**config.mk**
```make
export PLATFORM = sky130hd
export DESIGN_NAME = codec_fifo
export DESIGN_NICKNAME = d
export VERILOG_FILES = /design/src/rtl/codec_fifo_pkg.sv /design/src/rtl/sample_fifo_ram.sv /design/src/rtl/codec_fifo.sv
export SDC_FILE = /design/constraint.sdc
export NUM_CORES = 1
export LEC_CHECK = 0
export ABC_CLOCK_PERIOD_IN_PS = 3400
export BUFFER_PORTS_ARGS = -buffer_cell sky130_fd_sc_hd__buf_2
export CAP_MARGIN = 10
export CORE_MARGIN = 4
export CORE_UTILIZATION = 50
export CTS_CLUSTER_SIZE = 14
export DETAILED_ROUTE_END_ITERATION = 16
export PLACE_DENSITY = 0.68
export SLEW_MARGIN = 20
export SYNTH_ARGS = -nofsm -noshare
export SYNTH_HDL_FRONTEND = slang
export SYNTH_SLANG_ARGS = --single-unit
```
**constraint.sdc**
```tcl
create_clock -name clk -period 3.4 [get_ports clk]
set_input_delay 0.17 -clock clk [delete_from_list [all_inputs] [get_ports clk]]
set_output_delay 0.17 -clock clk [all_outputs]
set_load 0.01 [all_outputs]
```
**src/rtl/codec_fifo_pkg.sv**
```systemverilog
// Shared audio definitions: sample width and codec FIFO state encoding.
package audio_defs;
  localparam int SAMPLE_WIDTH = 16;
  typedef enum logic [1:0] {
    PRIME = 2'd0,
    RUN   = 2'd1
  } fifo_state_t;
endpackage

```
**src/rtl/sample_fifo_ram.sv**
```systemverilog
// Register-array memory: synchronous write, combinational read, no reset.
module sample_fifo_ram #(
  parameter int WIDTH = 16,
  parameter int AW    = 3
) (
  input  logic             clk,
  input  logic             we,
  input  logic [AW-1:0]    waddr,
  input  logic [WIDTH-1:0] wdata,
  input  logic [AW-1:0]    raddr,
  output logic [WIDTH-1:0] rdata
);
  logic [WIDTH-1:0] mem [2**AW];

  always_ff @(posedge clk)
    if (we) mem[waddr] <= wdata;

  assign rdata = mem[raddr];
endmodule

```
**src/rtl/codec_fifo.sv**
```systemverilog
// Elastic sample buffer between echo output and codec requests.
// Primes to PRIME_LEVEL before serving; sticky overflow/underflow.
module codec_fifo
  import audio_defs::*;
#(
  parameter int WIDTH       = SAMPLE_WIDTH,
  parameter int DEPTH_LOG2  = 3,
  parameter int PRIME_LEVEL = 4
) (
  input  logic                  clk,
  input  logic                  reset,
  input  logic [WIDTH-1:0]      sample_in,
  input  logic                  in_ready,
  input  logic                  codec_req,
  input  logic                  clear_flags,
  output logic [WIDTH-1:0]      sample_out,
  output logic                  sample_valid,
  output logic [DEPTH_LOG2:0]   level,
  output logic                  overflow,
  output logic                  underflow
);
  localparam int DL = DEPTH_LOG2;
  localparam logic [DL:0] FULL = {1'b1, {DL{1'b0}}};
  localparam logic [DL:0] PRIME_L = PRIME_LEVEL[DL:0];

  fifo_state_t state, state_nxt;
  logic [DL-1:0] wr_ptr, rd_ptr;
  logic [DL:0] level_nxt;
  logic [WIDTH-1:0] rdata;
  logic full, empty;
  logic pop_fire, push, drop, starve;

  assign full  = (level == FULL);
  assign empty = (level == '0);

  sample_fifo_ram #(.WIDTH(WIDTH), .AW(DL)) u_ram (
    .clk  (clk),
    .we   (push),
    .waddr(wr_ptr),
    .wdata(sample_in),
    .raddr(rd_ptr),
    .rdata(rdata)
  );

  always_ff @(posedge clk or posedge reset)
    if (reset) state <= PRIME;
    else       state <= state_nxt;

  always_comb begin
    state_nxt = state;
    unique case (state)
      PRIME: if (level_nxt >= PRIME_L) state_nxt = RUN;
      RUN:   if (starve) state_nxt = PRIME;
      default: state_nxt = PRIME;
    endcase
  end

  // A pop in the same cycle frees a slot, so a full FIFO can still accept.
  always_comb begin
    pop_fire  = codec_req && (state == RUN) && !empty;
    starve    = codec_req && (state == RUN) && empty;
    push      = in_ready && (!full || pop_fire);
    drop      = in_ready && full && !pop_fire;
    level_nxt = level + {{DL{1'b0}}, push} - {{DL{1'b0}}, pop_fire};
  end

  always_ff @(posedge clk or posedge reset)
    if (reset) begin
      wr_ptr <= '0;
      rd_ptr <= '0;
      level  <= '0;
    end else begin
      if (push)     wr_ptr <= wr_ptr + 1'b1;
      if (pop_fire) rd_ptr <= rd_ptr + 1'b1;
      level <= level_nxt;
    end

  always_ff @(posedge clk or posedge reset)
    if (reset) begin
      sample_out   <= '0;
      sample_valid <= 1'b0;
    end else begin
      sample_valid <= pop_fire;
      if (pop_fire) sample_out <= rdata;
    end

  // Set beats clear when both land in the same cycle.
  always_ff @(posedge clk or posedge reset)
    if (reset) begin
      overflow  <= 1'b0;
      underflow <= 1'b0;
    end else begin
      if (drop)             overflow <= 1'b1;
      else if (clear_flags) overflow <= 1'b0;
      if (starve)           underflow <= 1'b1;
      else if (clear_flags) underflow <= 1'b0;
    end
endmodule

```
=== Word level (Yosys, flattened, before mapping) ===
Memory sizes are Yosys's and may differ from the RTL's. A register that Yosys moved wholly into a read port is not among the register bits.
Cells that the tools add are included.

* Register bits: 15
* Bits in latches: 0
* Memory bits (writable): 128
* ROM bits: 0
* Input port bits: 21
* Output and inout port bits: 23
* Word-level logic and storage cells: 40
* Memories kept: 1

* Add/sub/neg operators: 4
* Multipliers: 0
* Divide/modulo/power cells: 0
* $lt $le $gt $ge: 1
* Equal/unequal tests: 4
* Shift operators: 0
* Mux-type cells: 8
* Bitwise logic cells: 0
* Reductions and logical operators: 15

{| class="wikitable"
|+ Memories
! memory !! words !! width !! rd ports !! clocked after memory_dff !! wr ports !! line !! source
|-
| u_ram.mem || 8 || 16 || 1 || 1 || 1 || sample_fifo_ram.sv:13 || <nowiki>logic [WIDTH-1:0] mem [2**AW];</nowiki>
|}

{| class="wikitable"
|+ Operator list
! kind !! number
|-
| 3-bit by 1-bit adder with 3-bit output (second input constant) || 2
|-
| 1-bit logical AND || 6
|-
| 1-bit two-way mux || 5
|-
| 4-bit by 1-bit adder with 4-bit output || 1
|-
| 4-bit == test (second input constant) || 1
|-
| 4-bit by 3-bit greater-or-equal comparator with 1-bit output (second input constant) || 1
|-
| 4-bit zero test || 1
|-
| 2-bit two-way mux || 2
|-
| 2-bit inequality test (second input constant) || 2
|-
| 2-bit case mux with 2 select lines || 1
|-
| 2-bit nonzero test || 2
|-
| 4-bit by 1-bit subtractor with 4-bit output || 1
|-
| 1-bit zero test || 3
|-
| 2-bit by 1-bit == test with 1-bit output (second input constant) || 1
|-
| 2-bit zero test || 1
|-
| 2-bit AND reduction || 1
|-
| 1-bit logical OR || 1
|}

=== Logic depth before layout (Yosys ltp) ===
Gate-level depths: netlist (run 1).

* Depth after elaboration: 10
* Gate-level depth with buffers: 12
* Gate-level depth less buffers: 12

=== By module ===
Synthesis (run 1) repeated with hierarchy kept, for this count alone.

* Cells, all modules: 294
* Area total of the unflattened synthesis: 6372.4 µm²

{| class="wikitable"
|+ Modules (own cells, without submodules)
! module !! times used !! cells each !! area each (µm²)
|-
| sample_fifo_ram || 1 || 198 || 4973.5
|-
| codec_fifo || 1 || 96 || 1398.8
|}

=== Least setup slack after synthesis (run 1) ===
No wires, ideal clock.

* Path kind: reg-to-reg
* Start: reg level[2]
* End: mem u_ram.mem[5][0], enable pin
* Library setup time: 0.409 ns
* Arrival: 2.255 ns
* Path slack: 0.736 ns
* Stages on the path, launching flop included: 7
* Period minus slack after synthesis: 2.664 ns
* Cells stage by stage: dfrtp_1 -> inv_1 -> ha_1 -> nor3b_1 -> o21ai_1 -> nand2_1 -> nor3_1

* Cells in the longest elaborated chain, start to end: 7
* Elaborated cells on any way between the ends: 9
* Classes of those cells: eq/ne (1); mux (2); reduce/logical (6)

{| class="wikitable"
|+ RTL lines
! element !! line !! source
|-
| start, declared || codec_fifo.sv:18 || <nowiki>output logic [DEPTH_LOG2:0] level,</nowiki>
|-
| start signal, assigned || codec_fifo.sv:75 || <nowiki>level <= level_nxt;</nowiki>
|-
| 4-bit zero test || codec_fifo.sv:34 || <nowiki>assign empty = (level == '0);</nowiki>
|-
| 1-bit zero test || codec_fifo.sv:60 || <nowiki>pop_fire = codec_req && (state == RUN) && !empty;</nowiki>
|-
| 1-bit logical AND || codec_fifo.sv:60 ||
|-
| 1-bit logical OR (*) || codec_fifo.sv:62 || <nowiki>push = in_ready && (!full || pop_fire);</nowiki>
|-
| 1-bit logical AND (*) || codec_fifo.sv:62 ||
|-
| 1-bit two-way mux (*) || sample_fifo_ram.sv:16 || <nowiki>if (we) mem[waddr] <= wdata;</nowiki>
|-
| 1-bit two-way mux (implied by the code) (*) || sample_fifo_ram.sv:16 ||
|-
| end, declared || sample_fifo_ram.sv:13 ||
|}

Mark *: on every way between the ends. The rest lies on a longest branch, timed or not.

=== Worst setup path after layout (run 1) ===
* Start: reg level[2]
* End: reg state[0]

* Cells in the longest elaborated chain, start to end: 10
* Elaborated cells on any way between the ends: 14
* Classes of those cells: add/sub (2); order compare (1); eq/ne (3); reduce/logical (8)

{| class="wikitable"
|+ RTL lines
! element !! line !! source
|-
| 4-bit zero test || codec_fifo.sv:34 ||
|-
| 1-bit zero test || codec_fifo.sv:60 ||
|-
| 1-bit logical AND || codec_fifo.sv:60 ||
|-
| 1-bit logical OR || codec_fifo.sv:62 ||
|-
| 1-bit logical AND || codec_fifo.sv:62 ||
|-
| 4-bit by 1-bit adder with 4-bit output || codec_fifo.sv:64 || <nowiki>level_nxt = level + {{DL{1'b0}}, push} - {{DL{1'b0}}, pop_fire};</nowiki>
|-
| 4-bit by 1-bit subtractor with 4-bit output (*) || codec_fifo.sv:64 ||
|-
| named net level_nxt[2] || codec_fifo.sv:28 || <nowiki>logic [DL:0] level_nxt;</nowiki>
|-
| 4-bit by 3-bit greater-or-equal comparator with 1-bit output (*) || codec_fifo.sv:52 || <nowiki>PRIME: if (level_nxt >= PRIME_L) state_nxt = RUN;</nowiki>
|-
| 2-bit inequality test (no line) (*) || -- ||
|-
| 2-bit AND reduction (no line) (*) || -- ||
|-
| end signal, assigned || codec_fifo.sv:47 || <nowiki>else state <= state_nxt;</nowiki>
|-
| end, declared || codec_fifo.sv:26 || <nowiki>fifo_state_t state, state_nxt;</nowiki>
|}

The timed path passes the listed nets; every way through them passes the cells marked *.
A chain may end at the register's enable or synchronous reset.

==> impl_metrics.tcl, run 1 <==
set metrics [dict create \
    port_buffers 43 \
    hold_viol_final 0 \
    core_mm2 0.0121 \
    timing.rr.start "level[2]" \
    overflow 0 \
    syn_area_mm2 0.00621 \
    diodes 0 \
    syn_avg_cell_area_um2 16.2 \
    rsz0062_at_grt "no" \
    ant_nets 0 \
    fillerInstances 926 \
    min-delay-start "sample_in[2]" \
    gp_congestion 0.723 \
    vias 3288 \
    seq_power_share_pct 44.2 \
    synth_edf_count 128 \
    area_delta_synth_final_pct 16.7 \
    wirelength_um 11900 \
    routedWlPerCell_um 19.1 \
    ioPinCount 44 \
    cp.arrival_ps 3010 \
    worstMarginPinSlew_ps 977 \
    synth_seq_cells 158 \
    setup.worst_path.start "level[2]" \
    timing.fmax_ghz 0.369 \
    drv_slew 0 \
    p_sw_mw 2.01 \
    relSlewSlack_pct 34.6 \
    cts-buffers-inserted 17 \
    vdd_drop_max_v 0.000627 \
    criticalPathCategory "reg -> reg" \
    synth_top_area_share_pct 61.9 \
    crit_required_ps 3700 \
    finalSetupViolations 0 \
    drtIter0Drc 233 \
    synth_area_leaders "edfxtp_1 62%, dfrtp_1 12%, mux2i_1 10%, a22oi_1 3.9%, nand2_1 2.5%" \
    layout_common_cells "128 x edfxtp_1, 64 x mux2i_1, 43 x buf_2, 41 x nand2_1, 32 x a22oi_1" \
    antenna_found_initial 0 \
    yosysTopAreaCell "edfxtp_1" \
    p_per_area_mw_per_mm2 877 \
    clk_pin_slew_ps 60 \
    synth_flop_cell "edfxtp_1" \
    die_height_um 119 \
    pwr-share-clk_pct 28.3 \
    die_w_um 119 \
    cts_root_buffer "clkbuf_16" \
    grt_max_degree 39 \
    layout_commonest_cell "edfxtp_1" \
    cts_sinks 158 \
    syn_inst 382 \
    end_kind "register" \
    p_comb_share_pct 27.5 \
    placementRows 40 \
    syn-num-nets 411 \
    die_area_mm2 0.0143 \
    grt_pass1_vias 3210 \
    initial_core_util_pct 51.5 \
    hp-class "in -> reg" \
    grt_pass1_wl_um 18400 \
    fin_worst_skew_ps 6.74 \
    layout.nets 471 \
    ys_warn_count 0 \
    crit_path_max_fanout 8 \
    cts-htree-levels 4 \
    ys_async_sr_fraction_pct 19.0 \
    start_kind "register" \
    swShare_pct 31.7 \
    fin_crit_sh_pct 79.7 \
    drive_gt1_share_pct 21.5 \
    insertion_delay_ps 420 \
    fin_setup_tns_ps 0 \
    yosysSeqAreaShare_pct 74.0 \
    power.internal_mw 4.34 \
    grtUsageTotal_pct 17.5 \
    drtPass1Iterations 4 \
    via_per_inst 5.28 \
    power.leakage_nw 2.84 \
    clock_path_buffers 2 \
    tritoncts "built" \
    synth_cell_type_count 33 \
    final_core_util_pct 60.1 \
    drv_cap 0 \
    hpwl_um 7130 \
    cts_setup_buffers 0 \
    outcome "complete, no violations" \
    route.detailed.drc 0 \
    post-route-min-period_ps 2710 \
]
==> synth_stat cells (4+ instances only) <==
library cell,count
a22oi_1,32
buf_2,7
buf_4,6
clkbuf_1,4
dfrtp_1,30
edfxtp_1,128
ha_1,7
inv_1,8
mux2i_1,64
nand2_1,41
nand3_1,18
nor2_1,7
xnor2_1,5
==> logic make-up (layout without fill, tap and decap cells) <==
kind of cell	after synthesis	count (layout)	synth area share, %
AOI/OAI and AO/OA	39	39	4.70
xor gates and xnor gates	6	6	0.847
adders and majority gates	8	8	1.73
buffers and inverters	28	101	2.44
DFF	158	158	74.0
muxes	65	65	10.5
and+or+nand+nor	78	78	5.75
==> registers in the layout, indices dropped and copies added, names as in the netlist <==
signal and cells:
sample_valid 1, state 1, level 4, wr_ptr 3
u_ram.mem 128, rd_ptr 3, underflow 1, overflow 1
sample_out 16
==> area by class of cell <==
| type | instances | area, um2 | area share [%] |
|---|---|---|---|
| Multi-Input combinational cell | 196 | 1480 | 20.4 |
| Clock buffer | 19 | 443 | 6.12 |
| Inverter | 9 | 33.8 | 0.466 |
| Clock inverter | 13 | 123 | 1.69 |
| Tap cell | 168 | 210 | 2.90 |
| Timing Repair Buffer | 60 | 358 | 4.94 |
| Sequential cell | 158 | 4600 | 63.5 |
==> worst max-delay path, stage by stage, from the launching register on <==
cell and delay, ps:
dfrtp_1 370, inv_1 100, ha_1 180, or3b_4 390, nand3_2 190, nand2_1 90
o21ai_1 140, ha_1 190, inv_1 60, fa_1 380, xnor2_1 160, o32a_1 330
==> per-stage QoR <==
| stage | cell area, um2 | setup slack, ps | hold WS (ps) | total power [mW] | instances |
|---|---|---|---|---|---|
| floorplan | 6210 | 736 | 261 | 4.02 | 382 |
| global placement | 6670 | 839 | 283 | 4.56 | 590 |
| detailed placement | 6670 | 694 | 291 | 4.62 | 590 |
| CTS | 7240 | 682 | 7.79 | 6.42 | 623 |
| global route | 7240 | 520 | 19.8 | 6.71 | 623 |
| finish | 7240 | 690 | 18.4 | 6.36 | 623 |
==> worst paths after layout <==
path | to | slack (ps) | depth (start not counted)
setup reg to reg | state[0] | 690 | 11
max in group asynchronous | rd_ptr[0] | 2670 | 4
hold reg to reg | sample_out[3] | 470 | 2
min in group asynchronous | sample_out[2] | 390 | 4
setup / recovery | state[0] | 690 | 11
hold / removal | u_ram.mem[3][2] | 20 | 1
==> what timing repair did <==
item / in CTS / in global routing
gates resized for setup: 0 / 0
hold endpoints to repair: 30 / 0
hold buffers: 1 / 0
endpoints found under the setup margin: 0 / 0
==> power by group through the flow <==
stage / sequential, mW / combinational [mW] / clock [mW]
after floorplan: 2.76 / 1.26 / 0
after global placement: 2.83 / 1.73 / 0
after detailed placement: 2.85 / 1.77 / 0
after CTS: 2.82 / 1.78 / 1.82
after global routing: 2.86 / 1.93 / 1.92
final: 2.81 / 1.75 / 1.80
==> layer usage <==
| layer | vias up | GRT usage (%) | share of wire, % |
|---|---|---|---|
| met5 | - | 0 | 0 |
| li1 | 1562 | - | - |
| met3 | 10 | 4.42 | 5.7 |
| met1 | 1629 | 25.1 | 46 |
| met4 | 0 | 6.08 | 0.88 |
| met2 | 87 | 26.1 | 47 |
Note: power is estimated with default switching activity, not from simulation.
==> run 2: changes to the inputs <==
Settings changed: ABC_AREA from default to 1, ABC_CLOCK_PERIOD_IN_PS 3400 to 2520.
Clock period 3.4 ns to 2.52 ns, I/O delays scaled along.
==> impl_metrics.tcl, run 2 <==
set metrics [dict create \
    pwr-share-clk_pct 28.3 \
    layout.nets 747 \
    syn_avg_cell_area_um2 10.5 \
    cts_sinks 158 \
    syn_area_mm2 0.00680 \
    ioPinCount 44 \
    ys_warn_count 0 \
    cts-buffers-inserted 17 \
    routedWlPerCell_um 15.8 \
    yosysSeqAreaShare_pct 67.6 \
    initial_core_util_pct 51.1 \
    fin_worst_skew_ps 7.28 \
    cts-htree-levels 4 \
    crit_required_ps 2840 \
    fin_ws_ps 222 \
    syn-num-nets 678 \
    fin_crit_sh_pct 91.2 \
    grt_pass1_vias 4446 \
    clk_pin_slew_ps 60 \
    ys_async_sr_fraction_pct 19.0 \
    crit_path_max_fanout 4 \
    reg_top3 "u_ram.mem x128, sample_out x16, level x4" \
    syn_inst 649 \
    insertion_delay_ps 430 \
    die_w_um 125 \
    antenna_found_initial 0 \
    end_kind "register" \
    synth_edf_count 128 \
    timing.rr.start "level[2]" \
    cts_root_buffer "clkbuf_16" \
    synth_cell_type_count 25 \
    seq_power_share_pct 39.6 \
    rsz0062_at_grt "no" \
    gp_congestion 0.816 \
    port_buffers 43 \
    synth_area_leaders "edfxtp_1 57%, nand2_1 12%, dfrtp_1 11%, nand3_1 7.3%, inv_1 6.0%" \
    drive_gt1_share_pct 13.7 \
    worstMarginPinSlew_ps 976 \
    synth_flop_cell "edfxtp_1" \
    overflow 0 \
    die_area_mm2 0.0155 \
    area_delta_synth_final_pct 16.7 \
    vias 4537 \
    die_height_um 125 \
    hp-class "in -> reg" \
    drtPass1Iterations 4 \
    relSlewSlack_pct 34.9 \
    power.leakage_nw 3.58 \
    wirelength_um 14300 \
    placementRows 42 \
    fin_setup_tns_ps 0 \
    layoutNonFillerInstCount 907 \
    criticalPathCategory "reg -> reg" \
    power.internal_mw 5.85 \
    timing.reg2reg.setup_slack_ps 220 \
    p_sw_mw 3.14 \
    min-delay-start "sample_in[11]" \
    dp.cells 858 \
    post-route-min-period_ps 2300 \
    clock_path_buffers 2 \
    synth_top_area_share_pct 56.5 \
    yosysTopAreaCell "edfxtp_1" \
    diodes 0 \
    ant_nets 0 \
    start_kind "register" \
    yosysMostFrequentCell "nand2_1" \
    p_per_area_mw_per_mm2 1130 \
    cp.arrival_ps 2620 \
    via_per_inst 5.00 \
    yosys-top-cells-count "215 x nand2_1, 128 x edfxtp_1, 109 x inv_1" \
    hpwl_um 8590 \
    p_comb_share_pct 32.1 \
    setup.worst_path.start "level[2]" \
    route.detailed.drc 0 \
    timing.fmax_ghz 0.435 \
    finalSetupViolations 0 \
    drv_cap 0 \
    grtUsageTotal_pct 19.0 \
    swShare_pct 35.0 \
    grt_max_degree 66 \
    layout_commonest_cell "nand2_1" \
    grt_pass1_wl_um 22900 \
    drv_slew 0 \
    layout_common_cells "215 x nand2_1, 128 x edfxtp_1, 109 x inv_1, 99 x nand3_1, 43 x buf_2" \
    outcome "complete, no violations" \
    tritoncts "built" \
    core_mm2 0.0133 \
    vdd_drop_max_v 0.000550 \
    top_register "u_ram.mem" \
    drtIter0Drc 346 \
    synth_seq_cells 158 \
    hold_viol_final 0 \
    cts_setup_buffers 0 \
    pre_cts_slack_ps 197 \
    largest_register_ffs 128 \
]
==> run 2: cell count changes in the layout (fill, tap and decap cells not counted), moves of 3 or more <==
cell	change
nand2_1	+174
inv_1	+101
nand3_1	+81
mux2i_1	-64
a22oi_1	-32
dlygate4sd3_1	+16
inv_2	+4
nor2_1	+4
o21ai_0	+3
xnor2_1	-3
==> run 2: power groups by stage <==
stage / combinational [mW] / sequential (mW) / clock [mW]
floorplan: 2.04 / 3.64 / 0
global placement: 2.75 / 3.58 / 0
detailed placement: 2.84 / 3.60 / 0
CTS: 2.89 / 3.56 / 2.59
global route: 3.23 / 3.61 / 2.69
finish: 2.89 / 3.56 / 2.55
==> run 2: timing repair <==
item	CTS	global route
hold buffers	17	0
gates resized for setup	0	1
endpoints found under the setup margin	0	1
endpoints found under the hold margin	137	0
==> run 2: routing by layer <==
layer	vias to the layer above	track usage, %	wire length (um)
met3	21	4.72	926
met4	0	6.58	243
li1	2215	-	-
met5	-	0	0
met1	2132	24.3	6020
met2	169	31.7	7100
==> run 2: final timing paths <==
path	endpoint	cells after the start
max in group asynchronous	level[2]	4
worst max-delay path	state[0]	15
min in group asynchronous	sample_out[4]	3
worst min register to register	sample_out[6]	2
worst min-delay path	u_ram.mem[5][11]	1
worst max register to register	state[0]	15
==> run 2: worst max-delay path: stages, from the launching register on <==
cell,delay [ps]
dfrtp_1,340
inv_1,70
ha_1,230
nand3_1,120
nand2_2,110
nor2_4,120
inv_1,70
nand2_1,70
ha_1,160
inv_1,60
fa_1,390
xnor2_1,170
nor2_1,120
nand3_1,90
nand2_1,60
inv_1,40
==> run 2: cell families after synthesis <==
group	synth area share [%]
AND/OR/NAND/NOR	20.3
flip-flops	67.6
XOR/XNOR	0.515
buffers and inverters	9.55
adder cells (fa/ha/maj)	1.58
AO/OA/AOI/OAI	0.515
==> run 2: final cells by class <==
class                   count  area (um2)
fillers                  1071        5360
flip-flops and latches    158        4600
multi-input cells         347        1560
repair buffers             78         533
clock buffers              21         450
inverters                 116         435
well taps                 176         220
clock inverters            11         143
==> run 2: stage by stage <==
stage	hold WS [ps]	util, %	total power, mW	cell area (um2)
2_1_floorplan	217	-	5.68	6800
3_3_place_gp	345	53.9	6.33	7170
3_5_place_dp	346	53.9	6.44	7170
4_1_cts	17.0	59.7	9.03	7930
5_1_grt	33.7	59.7	9.53	7940
6_report	16.9	59.7	8.99	7940
==> run 3: changes to the inputs <==
Settings changed: REMOVE_ABC_BUFFERS from default to 1.
==> impl_metrics.tcl, run 3 (synthesis results as in run 2) <==
set metrics [dict create \
    crit_path_max_fanout 4 \
    hp-class "in -> reg" \
    timing.fmax_ghz 0.448 \
    layout_commonest_cell "nand2_1" \
    cts-htree-levels 4 \
    reg_top3 "u_ram.mem x128, sample_out x16, level x4" \
    crit_required_ps 2830 \
    grtUsageTotal_pct 19.3 \
    grt_pass1_vias 4498 \
    whs_path_depth 1 \
    diodes 0 \
    crit_top_cell "inv_1" \
    pre_cts_slack_ps 306 \
    fin_setup_tns_ps 0 \
    core_mm2 0.0133 \
    hpwl_um 8490 \
    placed_area_mm2 0.00719 \
    fin_crit_sh_pct 88.5 \
    wirelength_um 14200 \
    cts_setup_buffers 0 \
    layout.nets 743 \
    hold_viol_final 0 \
    via_per_inst 5.03 \
    cts_resized 0 \
    insertion_delay_ps 420 \
    cp.arrival_ps 2540 \
    die_area_mm2 0.0155 \
    min-delay-start "sample_in[2]" \
    start_kind "register" \
    vias 4542 \
    post-route-min-period_ps 2230 \
    drv_slew 0 \
    crit_path_cell_trace "inv_1, ha_1, nand3_1, nand2_2, nor2_2, inv_1, nand2_1, ha_1, inv_1, fa_1, xnor2_1, nor2_1, nand3_1, nand2_1, inv_1" \
    cp_slowest_stage_delay_ps 380 \
    cts_sinks 158 \
    route.detailed.drc 0 \
    clock_path_buffers 2 \
    rr_worst_depth 15 \
    initial_core_util_pct 51.1 \
    cp_slowest_cell "fa_1" \
    clk_pin_slew_ps 60 \
    path_depth 15 \
    end_kind "register" \
    fin_ws_ps 290 \
    timing.critical_path.buf_inv 4 \
    routedWlPerCell_um 15.7 \
    fillerInstances 1078 \
    p_per_area_mw_per_mm2 1130 \
    gp_congestion 0.781 \
    tritoncts "built" \
    drtIter0Drc 411 \
    die_height_um 125 \
    postCtsHoldBufs 12 \
    top_register "u_ram.mem" \
    drv_cap 0 \
    finish.instance_area_mm2 0.00789 \
    layout_common_cells "215 x nand2_1, 128 x edfxtp_1, 109 x inv_1, 99 x nand3_1, 43 x buf_2" \
    drive_gt1_share_pct 13.6 \
    criticalPathCategory "reg -> reg" \
    power.leakage_nw 3.57 \
    timing.rr.start "level[2]" \
    fin_worst_skew_ps 6.33 \
    drtPass1Iterations 5 \
    min_to "u_ram.mem[5][2]" \
    worstMarginPinSlew_ps 682 \
    placementRows 42 \
    vdd_drop_max_v 0.000520 \
    grt_max_degree 66 \
    largest_register_ffs 128 \
    cts_root_buffer "clkbuf_16" \
    die_w_um 125 \
    outcome "complete, no violations" \
    timing.reg2reg.setup_slack_ps 290 \
    overflow 0 \
    ant_nets 0 \
    ioPinCount 44 \
    relSlewSlack_pct 54.5 \
    area_delta_synth_final_pct 16.0 \
    cts-buffers-inserted 17 \
    antenna_found_initial 0 \
    worst_r2r_endpoint "state[0]" \
    cp_top_family "adder cells" \
    port_buffers 43 \
    grt_pass1_wl_um 23200 \
    finalSetupViolations 0 \
    rsz0062_at_grt "no" \
]
-- run 3: worst reg2reg max path: cells and delay by family, from the launching register on --
kind	cells	cell delay, ps
xor gates and xnor gates	1	160
and+or+nand+nor	7	630
adders and majority gates	3	750
buffers and inverters	4	240
DFF	1	340
-- run 3: worst max-delay path by stage --
stage | start | end | slack [ps]
global placement | level[2] | state[0] | 410
CTS | level[2] | state[0] | 290
finish | level[2] | state[0] | 290
floorplan | rd_ptr[0] | sample_out[0] | 20
global route | level[2] | state[0] | 150
detailed placement | level[2] | state[0] | 310
-- run 3: metal layers --
metal | part of all wire [%] | track usage, %
met1 | 43 | 26.0
met2 | 47 | 30.1
met3 | 6.9 | 4.85
met4 | 2.5 | 8.25
met5 | 0 | 0
-- run 3: cell type report --
type	count	area, um2	share of cell area [%]
flip-flops and latches	158	4600	58.2
multi-input cells	347	1560	19.7
repair buffers	74	503	6.37
inverters	116	435	5.52
clock buffers	18	429	5.44
well taps	176	220	2.79
clock inverters	14	150	1.90
-- run 3: per-stage QoR --
| stage | hold slack, ps | util [%] | power [mW] | instances |
|---|---|---|---|---|
| finish | 10.8 | 59.3 | 8.92 | 903 |
| global route | 17.8 | 59.3 | 9.53 | 903 |
| CTS | 3.19 | 59.3 | 8.98 | 903 |
| detailed placement | 262 | 54.1 | 6.46 | 859 |
| global placement | 248 | 54.1 | 6.37 | 859 |
| floorplan | 217 | - | 5.39 | 621 |
-- run 3: where the power goes --
group	leakage (nW)	internal (mW)	switching (mW)	total, mW
registers	1.52	3.33	0.255	3.59
logic	1.77	0.959	1.88	2.84
clock network	0.272	1.53	0.960	2.49
total	3.57	5.83	3.09	8.92
